==> src/rtl/header_engine_pkg.sv <==
// Shared constants, types and byte-window helpers for the header_engine
// preprocessing stage.
package header_engine_pkg;

  localparam logic [15:0] ETH_TYPE_IPV4 = 16'h0800;
  localparam logic [15:0] ETH_TYPE_VLAN = 16'h8100;

  localparam logic [7:0]  IP_PROT_TCP   = 8'd6;
  localparam logic [7:0]  IP_PROT_UDP   = 8'd17;

  // Byte offsets: ETH_HDR_LEN is from packet start, the IP_* offsets are
  // relative to the start of the IPv4 header.
  localparam logic [6:0]  ETH_HDR_LEN   = 7'd14;
  localparam logic [6:0]  VLAN_TAG_LEN  = 7'd4;
  localparam logic [6:0]  IP_PROT_OFF   = 7'd9;
  localparam logic [6:0]  IP_SA_OFF     = 7'd12;
  localparam logic [6:0]  IP_DA_OFF     = 7'd16;

  localparam int          HDR_REC_WIDTH = 105;

  typedef enum logic [1:0] {
    S_W0  = 2'd0,
    S_W1  = 2'd1,
    S_W2  = 2'd2,
    S_PAY = 2'd3
  } parse_state_t;

  typedef struct packed {
    logic        ip;
    logic [7:0]  prot;
    logic [31:0] sp_dp;
    logic [31:0] da;
    logic [31:0] sa;
  } hdr_rec_t;

  // Byte idx of a 96-byte window (three beats, byte 0 in the LSBs).
  function automatic logic [7:0] win_byte(input logic [767:0] win,
                                          input logic [6:0]   idx);
    return win[{idx, 3'b000} +: 8];
  endfunction

  // Four consecutive bytes starting at idx, in network order.
  function automatic logic [31:0] win_word(input logic [767:0] win,
                                           input logic [6:0]   idx);
    return {win_byte(win, idx),
            win_byte(win, idx + 7'd1),
            win_byte(win, idx + 7'd2),
            win_byte(win, idx + 7'd3)};
  endfunction

endpackage

==> src/rtl/fallthrough_small_fifo.sv <==
// Small fall-through FIFO: the head entry is presented combinationally
// whenever the FIFO is not empty; the output is forced to zero when empty.
// A write on a full FIFO is accepted only when a pop happens in the same cycle.
module fallthrough_small_fifo #(
  parameter int WIDTH          = 72,
  parameter int MAX_DEPTH_BITS = 3
) (
  input  logic             clk,
  input  logic             reset,
  input  logic [WIDTH-1:0] din,
  input  logic             wr_en,
  input  logic             rd_en,
  output logic [WIDTH-1:0] dout,
  output logic             full,
  output logic             empty
);

  localparam int DEPTH = 1 << MAX_DEPTH_BITS;

  logic [WIDTH-1:0]        mem [DEPTH];
  logic [MAX_DEPTH_BITS-1:0] wr_ptr;
  logic [MAX_DEPTH_BITS-1:0] rd_ptr;
  logic [MAX_DEPTH_BITS:0]   count;
  logic                      do_wr;
  logic                      do_rd;

  assign empty = (count == '0);
  assign full  = (count == (MAX_DEPTH_BITS+1)'(DEPTH));
  assign do_rd = rd_en & ~empty;
  assign do_wr = wr_en & (~full | do_rd);
  assign dout  = empty ? '0 : mem[rd_ptr];

  // Storage array, written at the tail pointer.
  always_ff @(posedge clk) begin
    if (do_wr) mem[wr_ptr] <= din;
  end

  // Pointer and occupancy bookkeeping.
  always_ff @(posedge clk) begin
    if (reset) begin
      wr_ptr <= '0;
      rd_ptr <= '0;
      count  <= '0;
    end else begin
      if (do_wr) wr_ptr <= wr_ptr + MAX_DEPTH_BITS'(1);
      if (do_rd) rd_ptr <= rd_ptr + MAX_DEPTH_BITS'(1);
      case ({do_wr, do_rd})
        2'b10:   count <= count + (MAX_DEPTH_BITS+1)'(1);
        2'b01:   count <= count - (MAX_DEPTH_BITS+1)'(1);
        default: count <= count;
      endcase
    end
  end

endmodule

==> src/rtl/header_field_extractor.sv <==
// Zero-latency AXI-Stream snoop that parses Ethernet/IPv4/L4 headers into
// one record per packet, queued for the downstream classifier.
// Optional build macro HDR_VLAN_EN: accept a single 802.1Q tag.
//
// state | meaning
// ------+---------------------------------------------------------
// S_W0  | waiting for the first beat (bytes 0-31) of a packet
// S_W1  | next accepted beat is beat 1 (bytes 32-63)
// S_W2  | next accepted beat is beat 2 (bytes 64-95)
// S_PAY | header done, skipping payload until tlast
module header_field_extractor
  import header_engine_pkg::*;
#(
  parameter int C_AXIS_DATA_WIDTH   = 256,
  parameter int C_AXIS_TUSER_WIDTH  = 128,
  parameter int HDR_FIFO_DEPTH_BITS = 2
) (
  input  logic                            axi_aclk,
  input  logic                            axi_reset,
  input  logic [C_AXIS_DATA_WIDTH-1:0]    s_axis_tdata,
  input  logic [C_AXIS_DATA_WIDTH/8-1:0]  s_axis_tstrb,
  input  logic [C_AXIS_TUSER_WIDTH-1:0]   s_axis_tuser,
  input  logic                            s_axis_tvalid,
  output logic                            s_axis_tready,
  input  logic                            s_axis_tlast,
  output logic [C_AXIS_DATA_WIDTH-1:0]    m_axis_tdata,
  output logic [C_AXIS_DATA_WIDTH/8-1:0]  m_axis_tstrb,
  output logic [C_AXIS_TUSER_WIDTH-1:0]   m_axis_tuser,
  output logic                            m_axis_tvalid,
  output logic                            m_axis_tlast,
  input  logic                            m_axis_tready,
  output logic [31:0]                     hdr_sa,
  output logic [31:0]                     hdr_da,
  output logic [31:0]                     hdr_sp_dp,
  output logic [7:0]                      hdr_prot,
  output logic                            hdr_ip,
  output logic                            hdr_valid,
  input  logic                            hdr_ready
);

  parse_state_t state;
  logic [255:0] beat0_q;
  logic [255:0] beat1_q;
  logic [767:0] win;

  logic         rec_full;
  logic         rec_empty;
  logic         stall;
  logic         accept;
  logic         rec_wr;
  hdr_rec_t     rec_d;
  logic [HDR_REC_WIDTH-1:0] rec_q;

  logic [15:0]  eth_type;
  logic [6:0]   l3_off;
  logic [7:0]   ver_ihl;
  logic [7:0]   prot;
  logic [6:0]   l4_off;
  logic [6:0]   l4_last;
  logic         is_ip;
  logic         is_l4;
  logic [1:0]   done_beat;
  logic [1:0]   cur_beat;

  // Stall only at a packet boundary, so a packet that has started always
  // has room for its single record.
  assign stall         = (state == S_W0) && rec_full;
  assign m_axis_tvalid = s_axis_tvalid & ~stall;
  assign s_axis_tready = m_axis_tready & ~stall;
  assign m_axis_tdata  = s_axis_tdata;
  assign m_axis_tstrb  = s_axis_tstrb;
  assign m_axis_tuser  = s_axis_tuser;
  assign m_axis_tlast  = s_axis_tlast;
  assign accept        = s_axis_tvalid & s_axis_tready;
  assign cur_beat      = state;

  // Header window: registered earlier beats plus the live beat in its slot.
  always_comb begin
    case (state)
      S_W0:    win = {512'b0, s_axis_tdata};
      S_W1:    win = {256'b0, s_axis_tdata, beat0_q};
      default: win = {s_axis_tdata, beat1_q, beat0_q};
    endcase
  end

  // Header decode and record assembly from the current window.
  always_comb begin
    l3_off   = ETH_HDR_LEN;
    eth_type = {win_byte(win, 7'd12), win_byte(win, 7'd13)};
`ifdef HDR_VLAN_EN
    if (eth_type == ETH_TYPE_VLAN) begin
      eth_type = {win_byte(win, 7'd16), win_byte(win, 7'd17)};
      l3_off   = ETH_HDR_LEN + VLAN_TAG_LEN;
    end
`endif
    ver_ihl  = win_byte(win, l3_off);
    prot     = win_byte(win, l3_off + IP_PROT_OFF);
    is_ip    = (eth_type == ETH_TYPE_IPV4) && (ver_ihl[7:4] == 4'd4) &&
               (ver_ihl[3:0] >= 4'd5);
    is_l4    = (prot == IP_PROT_TCP) || (prot == IP_PROT_UDP);
    l4_off   = l3_off + {1'b0, ver_ihl[3:0], 2'b00};
    l4_last  = l4_off + 7'd3;

    if (!is_ip)      done_beat = 2'd0;
    else if (!is_l4) done_beat = 2'd1;
    else             done_beat = l4_last[6:5];

    rec_d = '0;
    if (is_ip && (cur_beat == done_beat)) begin
      rec_d.ip    = 1'b1;
      rec_d.prot  = prot;
      rec_d.sa    = win_word(win, l3_off + IP_SA_OFF);
      rec_d.da    = win_word(win, l3_off + IP_DA_OFF);
      rec_d.sp_dp = is_l4 ? win_word(win, l4_off) : 32'd0;
    end

    // A tlast before the completion beat writes an all-zero record.
    rec_wr = accept && (state != S_PAY) &&
             ((cur_beat == done_beat) ||
              (s_axis_tlast && (cur_beat < done_beat)));
  end

  // Hold the first two beats for fields that straddle beat boundaries.
  always_ff @(posedge axi_aclk) begin
    if (accept && (state == S_W0)) beat0_q <= s_axis_tdata;
    if (accept && (state == S_W1)) beat1_q <= s_axis_tdata;
  end

  // Beat-position FSM.
  always_ff @(posedge axi_aclk) begin
    if (axi_reset) begin
      state <= S_W0;
    end else if (accept) begin
      if (s_axis_tlast) begin
        state <= S_W0;
      end else begin
        case (state)
          S_W0:    state <= S_W1;
          S_W1:    state <= S_W2;
          default: state <= S_PAY;
        endcase
      end
    end
  end

  fallthrough_small_fifo #(
    .WIDTH          (HDR_REC_WIDTH),
    .MAX_DEPTH_BITS (HDR_FIFO_DEPTH_BITS)
  ) u_rec_fifo (
    .clk   (axi_aclk),
    .reset (axi_reset),
    .din   (rec_d),
    .wr_en (rec_wr),
    .rd_en (hdr_ready),
    .dout  (rec_q),
    .full  (rec_full),
    .empty (rec_empty)
  );

  assign hdr_valid = ~rec_empty;
  assign {hdr_ip, hdr_prot, hdr_sp_dp, hdr_da, hdr_sa} = rec_q;

endmodule

==> config.mk <==
export PLATFORM = sky130hd
export DESIGN_NAME = header_field_extractor
export DESIGN_NICKNAME = d
export VERILOG_FILES = /design/src/rtl/header_engine_pkg.sv /design/src/rtl/fallthrough_small_fifo.sv /design/src/rtl/header_field_extractor.sv
export SDC_FILE = /design/constraint.sdc
export NUM_CORES = 1
export LEC_CHECK = 0
export CAP_MARGIN = 20
export CORE_ASPECT_RATIO = 0.7
export CORE_MARGIN = 2
export CORE_UTILIZATION = 35
export CTS_BUF_LIST = sky130_fd_sc_hd__clkbuf_8
export DETAILED_ROUTE_END_ITERATION = 8
export PLACE_DENSITY = 0.62
export RECOVER_POWER = 50
export SETUP_SLACK_MARGIN = 0.3
export SYNTH_ARGS = -nofsm -noshare
export SYNTH_HDL_FRONTEND = slang
export SYNTH_HIERARCHICAL = 1
export SYNTH_SLANG_ARGS = --single-unit
==> constraint.sdc <==
create_clock -name axi_aclk -period 46.3 [get_ports axi_aclk]
set_input_delay 9.26 -clock axi_aclk [delete_from_list [all_inputs] [get_ports axi_aclk]]
set_output_delay 9.26 -clock axi_aclk [all_outputs]
set_load 0.05 [all_outputs]
=== After elaboration in Yosys (flattened, before gate mapping) ===
Memory sizes are Yosys's and may differ from the RTL's. A register that Yosys moved wholly into a read port is not among the register bits.
Cells that the tools add are included.

* Bits in registers: 521
* Memory bits (writable): 420
* Bits of input ports: 422
* Output and inout bits: 525
* Logic and storage cells: 67
* Memories kept: 1

* Add/sub/neg operators: 8
* Order comparisons: 2
* Eq/ne operators: 10
* Shift-type cells: 4
* Muxes and demuxes: 13
* Bitwise logic cells: 9
* Reductions and logical operators: 14

{| class="wikitable"
|+ Memory list
! memory !! depth !! bits a word !! read ports !! clocked after memory_dff !! wr ports !! RTL line !! text
|-
| u_rec_fifo.mem || 4 || 105 || 1 || 1 || 1 || fallthrough_small_fifo.sv:20 || <nowiki>logic [WIDTH-1:0] mem [DEPTH];</nowiki>
|}

{| class="wikitable"
|+ Operators by type and width
! cell !! number
|-
| indexed part select 768 x 11 -> 8 bit || 4
|-
| case mux 768 bit (2 select lines) || 1
|-
| two-way mux 105 bit || 2
|-
| two-way mux 32 bit || 1
|-
| == test 16 x 12 -> 1 bit (second input constant) || 1
|-
| adder 7 x 2 -> 7 bit (second input constant) || 2
|-
| two-way mux 2 bit || 5
|-
| logical AND 1 bit || 9
|-
| == test 8 x 3 -> 1 bit (second input constant) || 1
|-
| == test 8 x 5 -> 1 bit (second input constant) || 1
|-
| adder 4 x 6 -> 7 bit (first input constant) || 1
|-
| adder 7 x 1 -> 7 bit (second input constant) || 1
|-
| case mux 3 bit (2 select lines) || 1
|-
| bitwise AND 1 bit || 5
|-
| adder 2 x 1 -> 2 bit (second input constant) || 2
|-
| == test 2 x 1 -> 1 bit (second input constant) || 2
|-
| == test 4 x 3 -> 1 bit (second input constant) || 1
|-
| >= comparator 4 x 3 -> 1 bit (second input constant) || 1
|-
| case mux 2 bit (2 select lines) || 1
|-
| adder 3 x 1 -> 3 bit (second input constant) || 1
|-
| == test 3 bit (second input constant) || 1
|-
| logical NOT 3 bit || 1
|-
| inverter 1 bit || 3
|-
| subtractor 3 x 1 -> 3 bit (second input constant) || 1
|-
| 9 further kinds || 11
|}

=== Logic depth before layout (Yosys ltp) ===
* Depth after elaboration: 13
* Gate-level depth with buffers: 22
* Depth with buffers taken out: 18

=== Cells and area by module ===
Netlist, hierarchy kept.

{| class="wikitable"
|+ By module, submodules not included
! module !! times used !! cells an instance !! area each (um^2) !! sequential area each (um^2)
|-
| header_field_extractor || 1 || 2,580 || 29,145.5 || 14,694.1
|-
| fallthrough_small_fifo || 1 || 733 || 16,428.3 || 12,792.3
|}

=== Worst setup path after synthesis ===
OpenSTA, ideal clock, no wires.

* Path kind: in2reg
* Start: input port s_axis_tvalid
* End: register beat1_q[0], enable pin
* Library setup time: 0.879 ns
* Data arrival time: 21.547 ns
* Required time: 45.421 ns
* Setup slack: 23.874 ns
* Cell stages on the path: 3
* Path buffers: 0
* Cell sequence: a21boi_0 -> nand2_1 -> nor2_1

* Longest elaborated chain between the ends: 2

{| class="wikitable"
|+ RTL lines
! element !! RTL line !! text
|-
| start, declared || header_field_extractor.sv:23 || <nowiki>input logic s_axis_tvalid,</nowiki>
|-
| bitwise AND 1 bit || header_field_extractor.sv:74 || <nowiki>assign accept = s_axis_tvalid & s_axis_tready;</nowiki>
|-
| logical AND 1 bit || header_field_extractor.sv:126 || <nowiki>if (accept && (state == S_W1)) beat1_q <= s_axis_tdata;</nowiki>
|-
| end signal, assigned || header_field_extractor.sv:126 ||
|-
| end, declared || header_field_extractor.sv:43 || <nowiki>logic [255:0] beat1_q;</nowiki>
|}

No other way between the ends.
A chain may end at the register's enable or synchronous reset.

=== Worst setup path after layout ===
* Start: input port s_axis_tdata[113]
* End: output port m_axis_tdata[113]

{| class="wikitable"
|+ RTL lines
! element !! RTL line !! text
|-
| start, declared || header_field_extractor.sv:20 || <nowiki>input logic [C_AXIS_DATA_WIDTH-1:0] s_axis_tdata,</nowiki>
|-
| end, declared || header_field_extractor.sv:26 || <nowiki>output logic [C_AXIS_DATA_WIDTH-1:0] m_axis_tdata,</nowiki>
|}

No word-level cell between the ends.

==> results_tabular.tex <==
\begin{tabular}{lr}
\hline
Metric & Value \\
\hline
\multicolumn{2}{l}{\textbf{Yosys}} \\
Synthesized netlist net count & 3,746 \\
Fraction of synthesis flops using an asynchronous set or reset pin & 0 \\
Post-synth top area share & 0.598 \\
Yosys warnings & 6 \\
Number of enable-type register cells in the synthesized netlist & 908 \\
Mean post-synth cell area & 13.8 sq um \\
Cells after Synth & approximately 3,300 \\
Total of flip-flops plus latches after synthesis & 919 \\
Top flip-flop cell by instance count after synthesis & sky130\_fd\_sc\_hd\_\_edfxtp\_1 \\
Distinct cells, synth & 78 \\
Largest cells by area after synthesis & sky130\_fd\_sc\_hd\_\_edfxtp\_1 60\%, sky130\_fd\_sc\_hd\_\_buf\_4 7.1\%, sky130\_fd\_sc\_hd\_\_mux4\_2 7.1\% \\
Yosys top cell by area & sky130\_fd\_sc\_hd\_\_edfxtp\_1 \\
Area of the mapped netlist & between 40,000 and 50,000 sq um \\
Part of the Yosys area used for sequential elements & 0.603 \\
\multicolumn{2}{l}{\textbf{Die}} \\
\# IOs & between 900 and 1,000 \\
DIE AREA & between 100,000 and 150,000 sq um \\
Area of the core & 129,000 sq um \\
Initial Util & 0.354 \\
Width of the die & 435 microns \\
Number of core rows & 110 \\
Die height & around 310 microns \\
\multicolumn{2}{l}{\textbf{Drt}} \\
Routed length per instance & 32.5 microns \\
Total length of routed wires & 174,000 microns \\
Routed via count & 31,475 \\
First-iteration detailed-routing DRC count & 4,167 \\
First-pass iteration count of the detailed router & 6 \\
Remaining number of nets flagged by the antenna check after routing & 0 \\
DRC Markers & 0 \\
Routed vias/inst & 5.89 \\
\multicolumn{2}{l}{\textbf{Clock network}} \\
Number of buffers on the longest clock path & 3 \\
Later-pin clock latency in the skew report & between 0.8 and 0.9 ns \\
Number of sinks driven by the clock tree & 919 \\
Number of H-tree levels & 4 \\
CTS tree & built \\
Root Driver & sky130\_fd\_sc\_hd\_\_clkbuf\_8 \\
Post-cts repair resize count & 0 \\
Clock-pin slew on the worst setup and hold paths & 0.06 ns \\
TritonCTS buffer count & 157 \\
\# hold bufs at CTS & 0 \\
Post-CTS Setup Repair Bufs & 0 \\
\multicolumn{2}{l}{\textbf{Worst hold path}} \\
Worst Hold Depth & 2 \\
Hold crit path type & register to register \\
\multicolumn{2}{l}{\textbf{Final layout}} \\
Share of final-layout standard cells stronger than drive strength 1 & 0.128 \\
Signed area change from the synthesized netlist to the final layout & 16.3\% \\
Final \#Nets & around 3,900 \\
\multicolumn{2}{l}{\textbf{Job}} \\
Max-capacitance violation count & 16 \\
\multicolumn{2}{l}{\textbf{Timing}} \\
Pins over their slew limit & $\sim$740 \\
Count of final setup violators & 0 \\
Final-layout setup total negative slack & 0 ns \\
Fmax & 47.4 MHz \\
Fin Hold WS & 0.524 ns \\
Final critical-path share of the clock period & 0.456 \\
Unrepaired setup endpoints after global routing & no \\
Slew margin rel. & -2.18 \\
Final-report hold violation count & 0 \\
Final min period & around 21 ns \\
Maximum clock skew at final layout & around 0.048 ns \\
Slew of the pin with the lowest slew margin & 4.76 ns \\
\multicolumn{2}{l}{\textbf{Global routing}} \\
Antenna violations before repair & 21 \\
Vias in the first global route & 29,180 \\
Maximum number of pins on one net before global-route repair & 104 \\
Total GRT Usage & 0.252 \\
Wire length of the first global-routing pass & 239,000 microns \\
Aggregate global routing overflow & 0 \\
\multicolumn{2}{l}{\textbf{Setup path}} \\
Maximum single-stage delay on the critical path & 1.05 ns \\
Data arrival at the endpoint of the critical path & about 12 ns \\
Depth of the worst register-to-register path & 7 \\
Endpoint class of the critical path & output pin \\
Critical-path top delay cell & sky130\_fd\_sc\_hd\_\_clkbuf\_1 \\
Crit. path cell count & 3 \\
Cells along the critical path & dlygate4sd3\_1 -> clkbuf\_1 -> clkdlybuf4s50\_1 \\
Required time of the critical path & 37.04 ns \\
Start-to-end type of the worst setup path & input port to output pin \\
Top Family by Delay on Critical Path & buffers and inverters \\
Startpoint kind of the worst setup timing path & input port \\
Buffer and inverter count on the worst path & 3 \\
Critical path fanouts, max & 14 \\
\multicolumn{2}{l}{\textbf{Place}} \\
Weighted congestion at the end of routability-driven global placement & $\sim$0.90 \\
Placed wire-length estimate & $\sim$120,000 microns \\
Count of input and output buffers & 626 \\
\multicolumn{2}{l}{\textbf{Power and ir drop}} \\
Peak supply drop & between 0.015 and 0.02 mV \\
Leakage power & 0.0176 uW \\
Power per standard cell area & 37.5 nW/um\^{}2 \\
Total design power & 1990 uW \\
\multicolumn{2}{l}{\textbf{Outcome}} \\
Outcome & finished, violations left \\
Violations in the final reports & capacitance limit, slew limit \\
\hline
\end{tabular}
==> final timing paths <==
| check | start | endpoint | slack, ns |
|---|---|---|---|
| setup / recovery | s_axis_tdata[113] | m_axis_tdata[113] | 25.18 |
| hold / removal | u_rec_fifo/wr_ptr[1] | u_rec_fifo/wr_ptr[1] | 0.52 |
| setup reg to reg | cur_beat[1] | beat0_q[142] | 35.69 |
| hold reg to reg | u_rec_fifo/wr_ptr[1] | u_rec_fifo/wr_ptr[1] | 0.52 |
==> worst reg2reg max path, stage by stage (launching register included) <==
cell and delay [ns]:
sky130_fd_sc_hd__dfxtp_4 0.60, sky130_fd_sc_hd__buf_4 0.40, sky130_fd_sc_hd__or2_4 0.44, sky130_fd_sc_hd__buf_4 0.30, sky130_fd_sc_hd__buf_4 0.37, sky130_fd_sc_hd__nor2_1 1.89, sky130_fd_sc_hd__clkbuf_1 2.87, sky130_fd_sc_hd__clkbuf_1 3.15
==> metrics by stage <==
stage          setup slack, ns  instances   util  instance area, sq um
2_1_floorplan            23.87       3313      -                 45600
3_3_place_gp             25.94       5075  0.391                 50300
3_5_place_dp             25.93       5075  0.391                 50300
4_1_cts                  25.92       5339  0.412                 53100
5_1_grt                  25.21       5345  0.411                 53000
6_report                 25.18       5348  0.412                 53000
==> cells in the final DEF (no fill, tap or decap), types with 16 or more instances in the layout <==
master	n
sky130_fd_sc_hd__edfxtp_1	908
sky130_fd_sc_hd__dlygate4sd3_1	358
sky130_fd_sc_hd__nand2_1	273
sky130_fd_sc_hd__clkdlybuf4s50_1	267
sky130_fd_sc_hd__mux2i_1	172
sky130_fd_sc_hd__a21oi_1	166
sky130_fd_sc_hd__clkbuf_8	158
sky130_fd_sc_hd__a221oi_1	144
sky130_fd_sc_hd__mux4_2	143
sky130_fd_sc_hd__nor2b_1	120
sky130_fd_sc_hd__nor2_1	88
sky130_fd_sc_hd__a22oi_1	88
sky130_fd_sc_hd__o21ai_0	75
sky130_fd_sc_hd__inv_1	62
sky130_fd_sc_hd__buf_4	53
sky130_fd_sc_hd__a211oi_1	47
sky130_fd_sc_hd__mux2_2	46
sky130_fd_sc_hd__clkinv_1	33
sky130_fd_sc_hd__nor3_1	32
sky130_fd_sc_hd__o211ai_1	23
sky130_fd_sc_hd__a31oi_1	23
sky130_fd_sc_hd__nand3_1	22
sky130_fd_sc_hd__a221o_1	21
sky130_fd_sc_hd__and3_1	16
sky130_fd_sc_hd__clkbuf_1	16
==> sequential cells by signal, summed over array words and instances, names as in the netlist, named ones only <==
signal             cells
u_rec_fifo/wr_ptr      2
u_rec_fifo/rd_ptr      2
beat0_q              232
u_rec_fifo/count       3
cur_beat               2
u_rec_fifo/mem       420
beat1_q              256
==> metal layers <==
metal | part of all wire | GRT usage | wire (microns)
met1 | 0.45 | 0.383 | 77700
met2 | 0.39 | 0.327 | 68500
met3 | 0.14 | 0.105 | 24100
met4 | 0.019 | 0.0530 | 3260
met5 | 0.0019 | 0.0168 | 333
==> synthesized netlist by cell type, types with 4 or more instances <==
master                      number
sky130_fd_sc_hd__edfxtp_1      908
sky130_fd_sc_hd__buf_4         429
sky130_fd_sc_hd__nand2_1       273
sky130_fd_sc_hd__mux2i_1       172
sky130_fd_sc_hd__a21oi_1       166
sky130_fd_sc_hd__a221oi_1      144
sky130_fd_sc_hd__mux4_2        143
sky130_fd_sc_hd__clkbuf_1      126
sky130_fd_sc_hd__nor2b_1       121
sky130_fd_sc_hd__nor2_1         90
sky130_fd_sc_hd__a22oi_1        88
sky130_fd_sc_hd__buf_2          82
sky130_fd_sc_hd__o21ai_0        75
sky130_fd_sc_hd__a211oi_1       47
sky130_fd_sc_hd__mux2_2         46
sky130_fd_sc_hd__nor3_1         32
sky130_fd_sc_hd__a31oi_1        23
sky130_fd_sc_hd__o211ai_1       23
sky130_fd_sc_hd__nand3_1        22
sky130_fd_sc_hd__a221o_1        21
sky130_fd_sc_hd__buf_1          20
sky130_fd_sc_hd__and3_1         16
sky130_fd_sc_hd__a222oi_1       14
sky130_fd_sc_hd__inv_1          14
sky130_fd_sc_hd__nor3b_1        13
sky130_fd_sc_hd__o311a_1        13
sky130_fd_sc_hd__a32oi_1        12
sky130_fd_sc_hd__a311oi_1       11
sky130_fd_sc_hd__buf_6          11
sky130_fd_sc_hd__dfxtp_1        11
sky130_fd_sc_hd__ha_1           10
sky130_fd_sc_hd__o22ai_1        10
sky130_fd_sc_hd__nor4_1          9
sky130_fd_sc_hd__and2_1          7
sky130_fd_sc_hd__o31ai_1         7
sky130_fd_sc_hd__or4_1           7
sky130_fd_sc_hd__a2111oi_0       6
sky130_fd_sc_hd__and2b_1         6
sky130_fd_sc_hd__nand2b_1        6
sky130_fd_sc_hd__nand4_1         5
sky130_fd_sc_hd__o221ai_1        5
sky130_fd_sc_hd__or3_1           5
sky130_fd_sc_hd__nor4bb_1        4
==> power by group <==
part,leakage [uW],internal [uW],switching [uW]
clock network,0.00158,330,343
logic,0.00768,117,254
registers,0.00837,936,9.57
total,0.0176,1380,607
==> layout make-up <==
cell class | count | area (sq um)
fill | 11912 | 75800
sequential | 919 | 27500
multi-input combinational | 1708 | 13800
timing repair buffer | 696 | 6740
clock buffer | 158 | 2170
tap | 1736 | 2170
clock inverter | 106 | 571
inverter | 18 | 70.1
antenna | 7 | 17.5
==> kinds of logic (layout without fill, tap and decap cells) <==
family	count (synthesis)	count (layout)	synth area share
compound gates	694	694	0.108
other cells	0	7	0
fa+ha+maj	11	11	0.00318
buf+inv	686	978	0.0959
xor+xnor	7	7	0.00167
flops	919	919	0.603
mux	363	363	0.120
simple gates	633	633	0.0674
No activity file was read; power rests on OpenSTA's default activity.
